$ cat config.mk
export PLATFORM = sky130hd
export DESIGN_NAME = clock_divider_multi
export DESIGN_NICKNAME = d
export VERILOG_FILES = /design/src/rtl/clkdiv_pkg.sv /design/src/rtl/clkdiv_channel.sv /design/src/rtl/clock_divider_multi.sv
export SDC_FILE = /design/constraint.sdc
export NUM_CORES = 1
export LEC_CHECK = 0
export CORE_MARGIN = 1.5
export CORE_UTILIZATION = 30
export CTS_BUF_LIST = sky130_fd_sc_hd__clkbuf_8
export CTS_CLUSTER_SIZE = 16
export DETAILED_ROUTE_END_ITERATION = 8
export HOLD_SLACK_MARGIN = 0.05
export PLACE_DENSITY = 0.48
export SYNTH_ARGS = -nofsm -noshare
export SYNTH_HDL_FRONTEND = slang
export SYNTH_SLANG_ARGS = --single-unit
$ cat constraint.sdc
create_clock -name clock_in -period 2.6 [get_ports clock_in]
set_input_delay 0.52 -clock clock_in [delete_from_list [all_inputs] [get_ports clock_in]]
set_output_delay 0.52 -clock clock_in [all_outputs]
set_load 0.005 [all_outputs]
$ cat src/rtl/clkdiv_pkg.sv
// Shared definitions for the multi-channel clock divider.
//   MODE_TOGGLE / MODE_PULSE : output mode encoding (0 = square wave, 1 = strobe)
//   CLKDIV_CNT_W             : default counter/divisor width
//   ch_state_t               : per-channel state at the default width
package clkdiv_pkg;

  localparam int unsigned CLKDIV_CNT_W = 28;

  typedef enum logic {
    MODE_TOGGLE = 1'b0,
    MODE_PULSE  = 1'b1
  } mode_e;

  typedef struct packed {
    logic [CLKDIV_CNT_W-1:0] cnt;
    logic [CLKDIV_CNT_W-1:0] div;
    mode_e                   mode;
    logic [CLKDIV_CNT_W-1:0] sh_div;
    mode_e                   sh_mode;
    logic                    pend;
  } ch_state_t;

endpackage

$ cat src/rtl/clkdiv_channel.sv
// One divider channel: wrap counter, shadow/apply of divisor+mode, output.
// Ports:
//   clock_in, reset_n   : clock, async active-low reset
//   i_clear             : sync clear of counter/output, applies pending shadow
//   i_enable            : channel enable (disabled channel applies shadow at once)
//   i_advance           : count this cycle (enable, possibly gated by cascade)
//   i_load/i_div/i_mode : shadow capture strobe and data
//   o_wrap              : counter at terminal count on an advancing cycle
//   o_clk               : divided output
//   o_pending           : shadow holds an unapplied update
module clkdiv_channel
  import clkdiv_pkg::*;
#(
  parameter int unsigned CNT_W        = CLKDIV_CNT_W,
  parameter int unsigned DEFAULT_DIV  = 1250,
  parameter int unsigned DEFAULT_MODE = 0
) (
  input  logic             clock_in,
  input  logic             reset_n,
  input  logic             i_clear,
  input  logic             i_enable,
  input  logic             i_advance,
  input  logic             i_load,
  input  logic [CNT_W-1:0] i_div,
  input  logic             i_mode,
  output logic             o_wrap,
  output logic             o_clk,
  output logic             o_pending
);

  typedef struct packed {
    logic [CNT_W-1:0] cnt;
    logic [CNT_W-1:0] div;
    mode_e            mode;
    logic [CNT_W-1:0] sh_div;
    mode_e            sh_mode;
    logic             pend;
  } chan_t;

  localparam mode_e RST_MODE = (DEFAULT_MODE != 0) ? MODE_PULSE : MODE_TOGGLE;
  localparam logic [CNT_W-1:0] RST_DIV = CNT_W'(DEFAULT_DIV);

  chan_t r_st;
  chan_t w_nxt;
  logic  r_out;
  logic  w_out_nxt;
  logic  w_wrap;
  mode_e w_load_mode;

  assign w_wrap      = i_advance && (r_st.cnt == r_st.div);
  assign w_load_mode = i_mode ? MODE_PULSE : MODE_TOGGLE;

  always_comb begin
    w_nxt     = r_st;
    w_out_nxt = r_out;
    if (i_clear) begin
      w_nxt.cnt  = '0;
      w_out_nxt  = 1'b0;
      if (r_st.pend) begin
        w_nxt.div  = r_st.sh_div;
        w_nxt.mode = r_st.sh_mode;
      end
      w_nxt.pend = 1'b0;
      // a load alongside clear lands after the clear and waits
      if (i_load) begin
        w_nxt.sh_div  = i_div;
        w_nxt.sh_mode = w_load_mode;
        w_nxt.pend    = 1'b1;
      end
    end else begin
      if (w_wrap) begin
        w_nxt.cnt = '0;
        // a load on the wrap cycle bypasses the shadow
        if (i_load) begin
          w_nxt.div     = i_div;
          w_nxt.mode    = w_load_mode;
          w_nxt.sh_div  = i_div;
          w_nxt.sh_mode = w_load_mode;
        end else if (r_st.pend) begin
          w_nxt.div  = r_st.sh_div;
          w_nxt.mode = r_st.sh_mode;
        end
        w_nxt.pend = 1'b0;
      end else begin
        if (i_advance) begin
          w_nxt.cnt = r_st.cnt + CNT_W'(1);
        end
        if (!i_enable && r_st.pend) begin
          w_nxt.div  = r_st.sh_div;
          w_nxt.mode = r_st.sh_mode;
          w_nxt.pend = 1'b0;
        end
        if (i_load) begin
          w_nxt.sh_div  = i_div;
          w_nxt.sh_mode = w_load_mode;
          w_nxt.pend    = 1'b1;
        end
      end

      // output follows the mode in force after this cycle; mode changes at a
      // wrap give 0 (toggle->pulse) or 1 (pulse->toggle)
      if (w_wrap) begin
        if (w_nxt.mode == MODE_PULSE) begin
          w_out_nxt = (r_st.mode == MODE_PULSE);
        end else begin
          w_out_nxt = (r_st.mode == MODE_PULSE) ? 1'b1 : ~r_out;
        end
      end else if (w_nxt.mode == MODE_PULSE) begin
        w_out_nxt = 1'b0;
      end
    end
  end

  always_ff @(posedge clock_in or negedge reset_n) begin
    if (!reset_n) begin
      r_st.cnt     <= '0;
      r_st.div     <= RST_DIV;
      r_st.mode    <= RST_MODE;
      r_st.sh_div  <= RST_DIV;
      r_st.sh_mode <= RST_MODE;
      r_st.pend    <= 1'b0;
      r_out        <= 1'b0;
    end else begin
      r_st  <= w_nxt;
      r_out <= w_out_nxt;
    end
  end

  assign o_wrap    = w_wrap;
  assign o_clk     = r_out;
  assign o_pending = r_st.pend;

endmodule

$ cat src/rtl/clock_divider_multi.sv
// Multi-channel programmable clock divider (toggle or pulse output per channel).
// Ports:
//   clock_in, reset_n : clock, async active-low reset
//   clear             : sync clear of all channels
//   enable[NUM_CH]    : per-channel count enable
//   div_load[NUM_CH]  : per-channel shadow capture strobe
//   div_value, mode_value : shared shadow data
//   clock_out[NUM_CH] : divided outputs
//   div_pending[NUM_CH] : unapplied shadow update present
// Build option: CLKDIV_CASCADE_EN chains channel i-1's wrap into channel i's advance.
module clock_divider_multi
  import clkdiv_pkg::*;
#(
  parameter int unsigned NUM_CH       = 4,
  parameter int unsigned CNT_W        = CLKDIV_CNT_W,
  parameter int unsigned DEFAULT_DIV  = 1250,
  parameter int unsigned DEFAULT_MODE = 0
) (
  input  logic              clock_in,
  input  logic              reset_n,
  input  logic              clear,
  input  logic [NUM_CH-1:0] enable,
  input  logic [NUM_CH-1:0] div_load,
  input  logic [CNT_W-1:0]  div_value,
  input  logic              mode_value,
  output logic [NUM_CH-1:0] clock_out,
  output logic [NUM_CH-1:0] div_pending
);

  logic [NUM_CH-1:0] w_adv;
`ifdef CLKDIV_CASCADE_EN
  logic [NUM_CH-1:0] w_wrap;
`else
  logic [NUM_CH-1:0] w_wrap_unused;
`endif

  for (genvar g = 0; g < NUM_CH; g++) begin : g_ch
`ifdef CLKDIV_CASCADE_EN
    if (g == 0) begin : g_head
      assign w_adv[g] = enable[g];
    end else begin : g_link
      assign w_adv[g] = enable[g] & w_wrap[g-1];
    end
`else
    assign w_adv[g] = enable[g];
`endif

    clkdiv_channel #(
      .CNT_W       (CNT_W),
      .DEFAULT_DIV (DEFAULT_DIV),
      .DEFAULT_MODE(DEFAULT_MODE)
    ) u_ch (
      .clock_in (clock_in),
      .reset_n  (reset_n),
      .i_clear  (clear),
      .i_enable (enable[g]),
      .i_advance(w_adv[g]),
      .i_load   (div_load[g]),
      .i_div    (div_value),
      .i_mode   (mode_value),
`ifdef CLKDIV_CASCADE_EN
      .o_wrap   (w_wrap[g]),
`else
      .o_wrap   (w_wrap_unused[g]),
`endif
      .o_clk    (clock_out[g]),
      .o_pending(div_pending[g])
    );
  end

endmodule

Yosys cells after proc, flatten, opt, wreduce, memory -nomap -nowiden
Cells that the tools add are included.
- word-level logic and storage cells: 133
- output and inout bits: 8
- input port bits: 40
- register bits: 352
- multiplexer cells: 65
- eq/ne operators: 4
- bitwise logic cells: 4
- $add $sub $neg: 4
- reduce and logical (&&, ||, !) cells: 28
- operators by type and width (kind ; number):
    $mux 87 ; 12
    $mux 29 ; 16
    $mux 30 ; 8
    $add 28x1->28 const B ; 4
    $eq 28x28->1 ; 4
    $mux 28 ; 4
    $reduce_bool 3->1 ; 12
    $mux 1 ; 25
    $reduce_bool 4->1 ; 4
    $logic_and 1x1->1 ; 8
    $logic_not 1->1 ; 4
    $not 1->1 ; 4

Longest topological paths before layout
- depth in word-level cells: 9
- mapped depth: 9
- gate-level depth less buffers: 7

Hierarchy
A second synthesis with hierarchy kept.
- cells, all modules: 2008
- area total of the unflattened synthesis: 20136.8 um^2
- modules (own cells, without submodules) (module ; area an instance (um^2) ; instances ; cells an instance ; sequential area each (um^2)):
    clkdiv_channel (g_ch[0].u_ch ...) ; 5061.1 ; 2 ; 504 ; 2214.6
    clkdiv_channel (g_ch[2].u_ch ...) ; 5007.3 ; 2 ; 500 ; 2214.6

Least setup slack after synthesis
No wires, ideal clock.
- kind: register -> register
- start: register g_ch[2].u_ch.r_st[36] (netlist name)
- end: register g_ch[2].u_ch.r_st[39] (netlist name)
- path slack: 0.503 ns
- library setup time: 0.124 ns
- cell stages (with the launch flop): 9
- path buffers: 2
- period minus slack after synthesis: 2.097 ns
- data required time: 2.476 ns
- arrival: 1.973 ns
- path through: dfstp_2 > xnor2_1 > nand4_1 > nor4_4 > and4_1 > buf_4 > nor3_4 > buf_6 > a211o_1
- cells in the longest elaborated chain, start to end: 5
- elaborated cells between the ends (all ways): 6
- classes of those cells: eq/ne: 1; mux: 3; reduce/logical: 2
- RTL lines (item ; RTL line ; RTL):
    from (decl) ; clkdiv_channel.sv:43 ; chan_t r_st;
    from (signal assigned) ; clkdiv_channel.sv:124 ; r_st <= w_nxt;
    $eq 28x28->1 (*) ; clkdiv_channel.sv:50 ; assign w_wrap = i_advance && (r_st.cnt == r_st.div);
    $logic_and 1x1->1 (*) ; clkdiv_channel.sv:50 ;
    $mux 87 ; clkdiv_channel.sv:71 ; if (w_wrap) begin
    $mux 87 (2 in a row) ; clkdiv_channel.sv:56 ; if (i_clear) begin
Mark *: on every way between the ends. The rest lies on a longest branch, timed or not. The select of a mux whose other input is x is not followed.
A chain may end at the register's enable or synchronous reset.

Worst setup path after layout
- start: register g_ch[2].u_ch.r_st[74] (netlist name)
- end: register g_ch[2].u_ch.r_st[41] (netlist name)
The elaborated chain is that of the path after synthesis.

==> results.sh <==
export IMPL_grt_ovfl_total=0
export IMPL_reg2regPathDepth=7
export IMPL_io_pins=48
export IMPL_worstPathCellList="xnor2_1 > nand4_1 > nor2_1 > and4_1 > nor3_4 > buf_4 > a211o_1"
export IMPL_worst_slew_pin_transition_ps=1068
export IMPL_ctsRootBufferMaster="clkbuf_8"
export IMPL_hold_slack_ps=315.0
export IMPL_drt_antenna_violating_nets=0
export IMPL_final_common_cell="dfrtp_1"
export IMPL_fin_crit_ps=2409
export IMPL_multi_input_area_um2=10190
export IMPL_path_depth=7
export IMPL_grt_pass1_vias=15890
export IMPL_die_w_um=260.0
export IMPL_fp_dieH_um=260.0
export IMPL_outcome="completed"
export IMPL_vias=15520
export IMPL_yosysUniqueCellTypes=66
export IMPL_swShare_pct=29.62
export IMPL_fillCellCount=6616
export IMPL_instances_no_fill=2965
export IMPL_crit_arrival_ps=2980
export IMPL_critPathMaxStageDelay_ps=810
export IMPL_path_class="flop to flop"
export IMPL_fin_nets=2093
export IMPL_slew_violations=0
export IMPL_die_area_um2=67610
export IMPL_cp_start_kind="flop"
export IMPL_drive_above_1_share_pct=21.90
export IMPL_grt_max_degree=84
export IMPL_setup_viol=0
export IMPL_path_buf_inv=1
export IMPL_crit_slowest_cell="nor3_4"
export IMPL_drt_first_pass_iters=6
export IMPL_mostFrequentLayoutCells="dfrtp_1 (311), nor2_1 (203), mux2_2 (197), nand2_1 (119), xnor2_1 (100)"
export IMPL_synth_edf_count=0
export IMPL_synthToLayoutAreaGrowth_pct=16.30
export IMPL_fin_crit_sh_pct=92.65
export IMPL_netlist_area_leader_share_pct=39.39
export IMPL_drtIter0Drc=1083
export IMPL_postCtsSetupRepairBufs=0
export IMPL_ys_seq_area_share_pct=44.70
export IMPL_ys_flop_type="dfrtp_1"
export IMPL_synth_seq_cells=352
export IMPL_drc=0
export IMPL_grt_antenna_before_repair=0
export IMPL_slew_headroom_pct=28.59
export IMPL_gp_congestion=0.8367
export IMPL_cts_buffers=68
export IMPL_wirelength_um=59790
export IMPL_synth_async_reset_ratio_pct=100.0
export IMPL_clock_skew_ps=28.56
export IMPL_dp_cells=2842
export IMPL_cts_sinks=352
export IMPL_power_density_nw_per_um2=623.9
export IMPL_cts_tree="done"
export IMPL_grt_pass1_wl_um=94320
export IMPL_ir_drop_mv=0.3293
export IMPL_dp_hpwl_um=39250
export IMPL_placed_area_um2=21750
export IMPL_postLayoutCellArea_um2=23050
export IMPL_rows=94
export IMPL_synth_area_um2=19820
export IMPL_clk_latency_ps=650
export IMPL_cp_max_fo=20
export IMPL_end_kind="flop"
export IMPL_viasPerCell=5.234
export IMPL_numPortBuffers=47
export IMPL_hold_viol=0
export IMPL_initial_core_util_pct=30.20
export IMPL_crit_family="simple AND/OR/NAND/NOR gates"
export IMPL_syn_area_per_cell_um2=10.12
export IMPL_power_frac_comb_pct=16.9
export IMPL_grt_usage_pct=18.01
export IMPL_clock_tree_buffer_depth=3
export IMPL_cts_reportedPaths_clkPinSlew_ps=60
export IMPL_intPower_mw=10.12
export IMPL_fmax_mhz=415.1
export IMPL_htree_levels=3
export IMPL_switchingPower_mw=4.260
export IMPL_rsz0062_at_grt="false"
export IMPL_syn_inst=1959
export IMPL_hp_class="input port to flop"
export IMPL_ys_warn_count=0
export IMPL_seq_area_um2=8860
export IMPL_synth_area_leader_cell="dfrtp_1"
export IMPL_fp_coreArea_um2=65630
export IMPL_seq_power_share_pct=45.9
export IMPL_worstPathRequired_ps=3170
export IMPL_p_leak_nw=9.816
export IMPL_wl_per_cell_um=20.16
export IMPL_max_cap_violations=0
export IMPL_syn_nets=2003
export IMPL_clock_power_share_pct=37.2
export IMPL_synth_area_leaders="dfrtp_1 (39%), mux2_2 (11%), dfstp_2 (5.3%)"
export IMPL_holdPathStages=2
-- metal layers --
metal / track usage (%) / vias up / wire length [µm]
met2: 28.92 / 352 / 27810
met1: 24.21 / 7833 / 27450
met4: 7.090 / 0 / 1815
li1: - / 7247 / -
met3: 2.817 / 88 / 2713
met5: 0 / - / 0
-- what timing repair did --
| item | CTS | global route |
|---|---|---|
| resized for setup | 0 | 1 |
| endpoints found under the hold margin | 39 | 0 |
| endpoints found under the setup margin | 0 | 1 |
| hold buffers | 1 | 0 |
-- flip-flops by register name, indices dropped and copies added (netlist names) --
name	cells
g_ch.u_ch.o_pending	4
g_ch.u_ch.o_clk	4
g_ch.u_ch.r_st	344
-- synth_stat cells, drive strengths merged, types with 8 or more instances --
cell type,n
dfstp,40
xor2,71
o21ai,76
buf,42
a222oi,28
nand2,119
a31oi,14
or2,8
nor2b,53
a211o,51
mux2,197
mux2i,73
nor3,53
or3,13
nand2b,10
and3,31
dfrtp,312
o221ai,30
nor4,21
xnor2,100
a22o,43
a21oi,72
clkbuf,85
inv,58
or4,8
nand3,46
nor2,204
nand4,47
-- metrics by stage --
step / worst slack [ps] / power [mW] / setup TNS [ps] / util (%)
6_report: 191.2 / 14.38 / 0 / 35.12
3_3_place_gp: -98.25 / 9.032 / -855.9 / 33.14
3_5_place_dp: -84.48 / 9.147 / -699.7 / 33.14
5_1_grt: 66.11 / 15.17 / 0 / 35.12
4_1_cts: 2.601 / 14.62 / 0 / 35.11
2_1_floorplan: 503.1 / 8.186 / 0 / -
-- cells by family after synthesis --
| logic type | count (synthesis) | share of synthesized area (%) |
|---|---|---|
| AND/OR/NAND/NOR | 627 | 15.97 |
| flip-flops | 352 | 44.70 |
| AO/OA/AOI/OAI | 349 | 12.68 |
| multiplexers | 270 | 14.88 |
| buffers and inverters | 186 | 3.958 |
| XOR/XNOR | 171 | 7.557 |
| adder cells (fa/ha/maj) | 4 | 0.2525 |
-- power by group through the flow --
stage | clock network (mW) | registers (mW) | logic [mW]
floorplan | 0 | 6.48 | 1.71
global placement | 0 | 6.66 | 2.37
detailed placement | 0 | 6.70 | 2.45
CTS | 5.55 | 6.60 | 2.46
global route | 5.80 | 6.68 | 2.69
finish | 5.34 | 6.60 | 2.44
-- worst register-to-register path, stage by stage (launching register included) --
cell     delay (ps)
dfrtp_1         480
xnor2_1         190
nand4_1         180
nor2_1           60
and4_1          210
nor3_4          810
buf_4           300
a211o_1         130
-- cell type report --
class	count	share of cell area (%)
Sequential cell	352	38.44
Timing Repair Buffer	147	6.118
Antenna cell	1	0.01086
Clock inverter	41	0.8088
Clock buffer	80	4.777
Inverter	59	0.9608
Tap cell	864	4.690
Multi-Input combinational cell	1421	44.20
-- path summary, 6_finish.rpt --
path / from / end / slack, ps
worst max-delay path: g_ch[2].u_ch.r_st[74]$_DFFE_PN0P_ / g_ch[2].u_ch.r_st[41]$_DFFE_PN1P_ / 190
worst min-delay path: clear / g_ch[0].u_ch.o_clk$_DFFE_PN0P_ / 310
worst max register to register: g_ch[2].u_ch.r_st[74]$_DFFE_PN0P_ / g_ch[2].u_ch.r_st[41]$_DFFE_PN1P_ / 190
worst min register to register: g_ch[1].u_ch.r_st[53]$_DFFE_PN0P_ / g_ch[1].u_ch.r_st[53]$_DFFE_PN0P_ / 500
max in group asynchronous: reset_n / g_ch[2].u_ch.r_st[32]$_DFFE_PN1P_ / 1390
min in group asynchronous: reset_n / g_ch[3].u_ch.r_st[72]$_DFFE_PN0P_ / 390
Note: power is estimated with default switching activity, not from simulation.
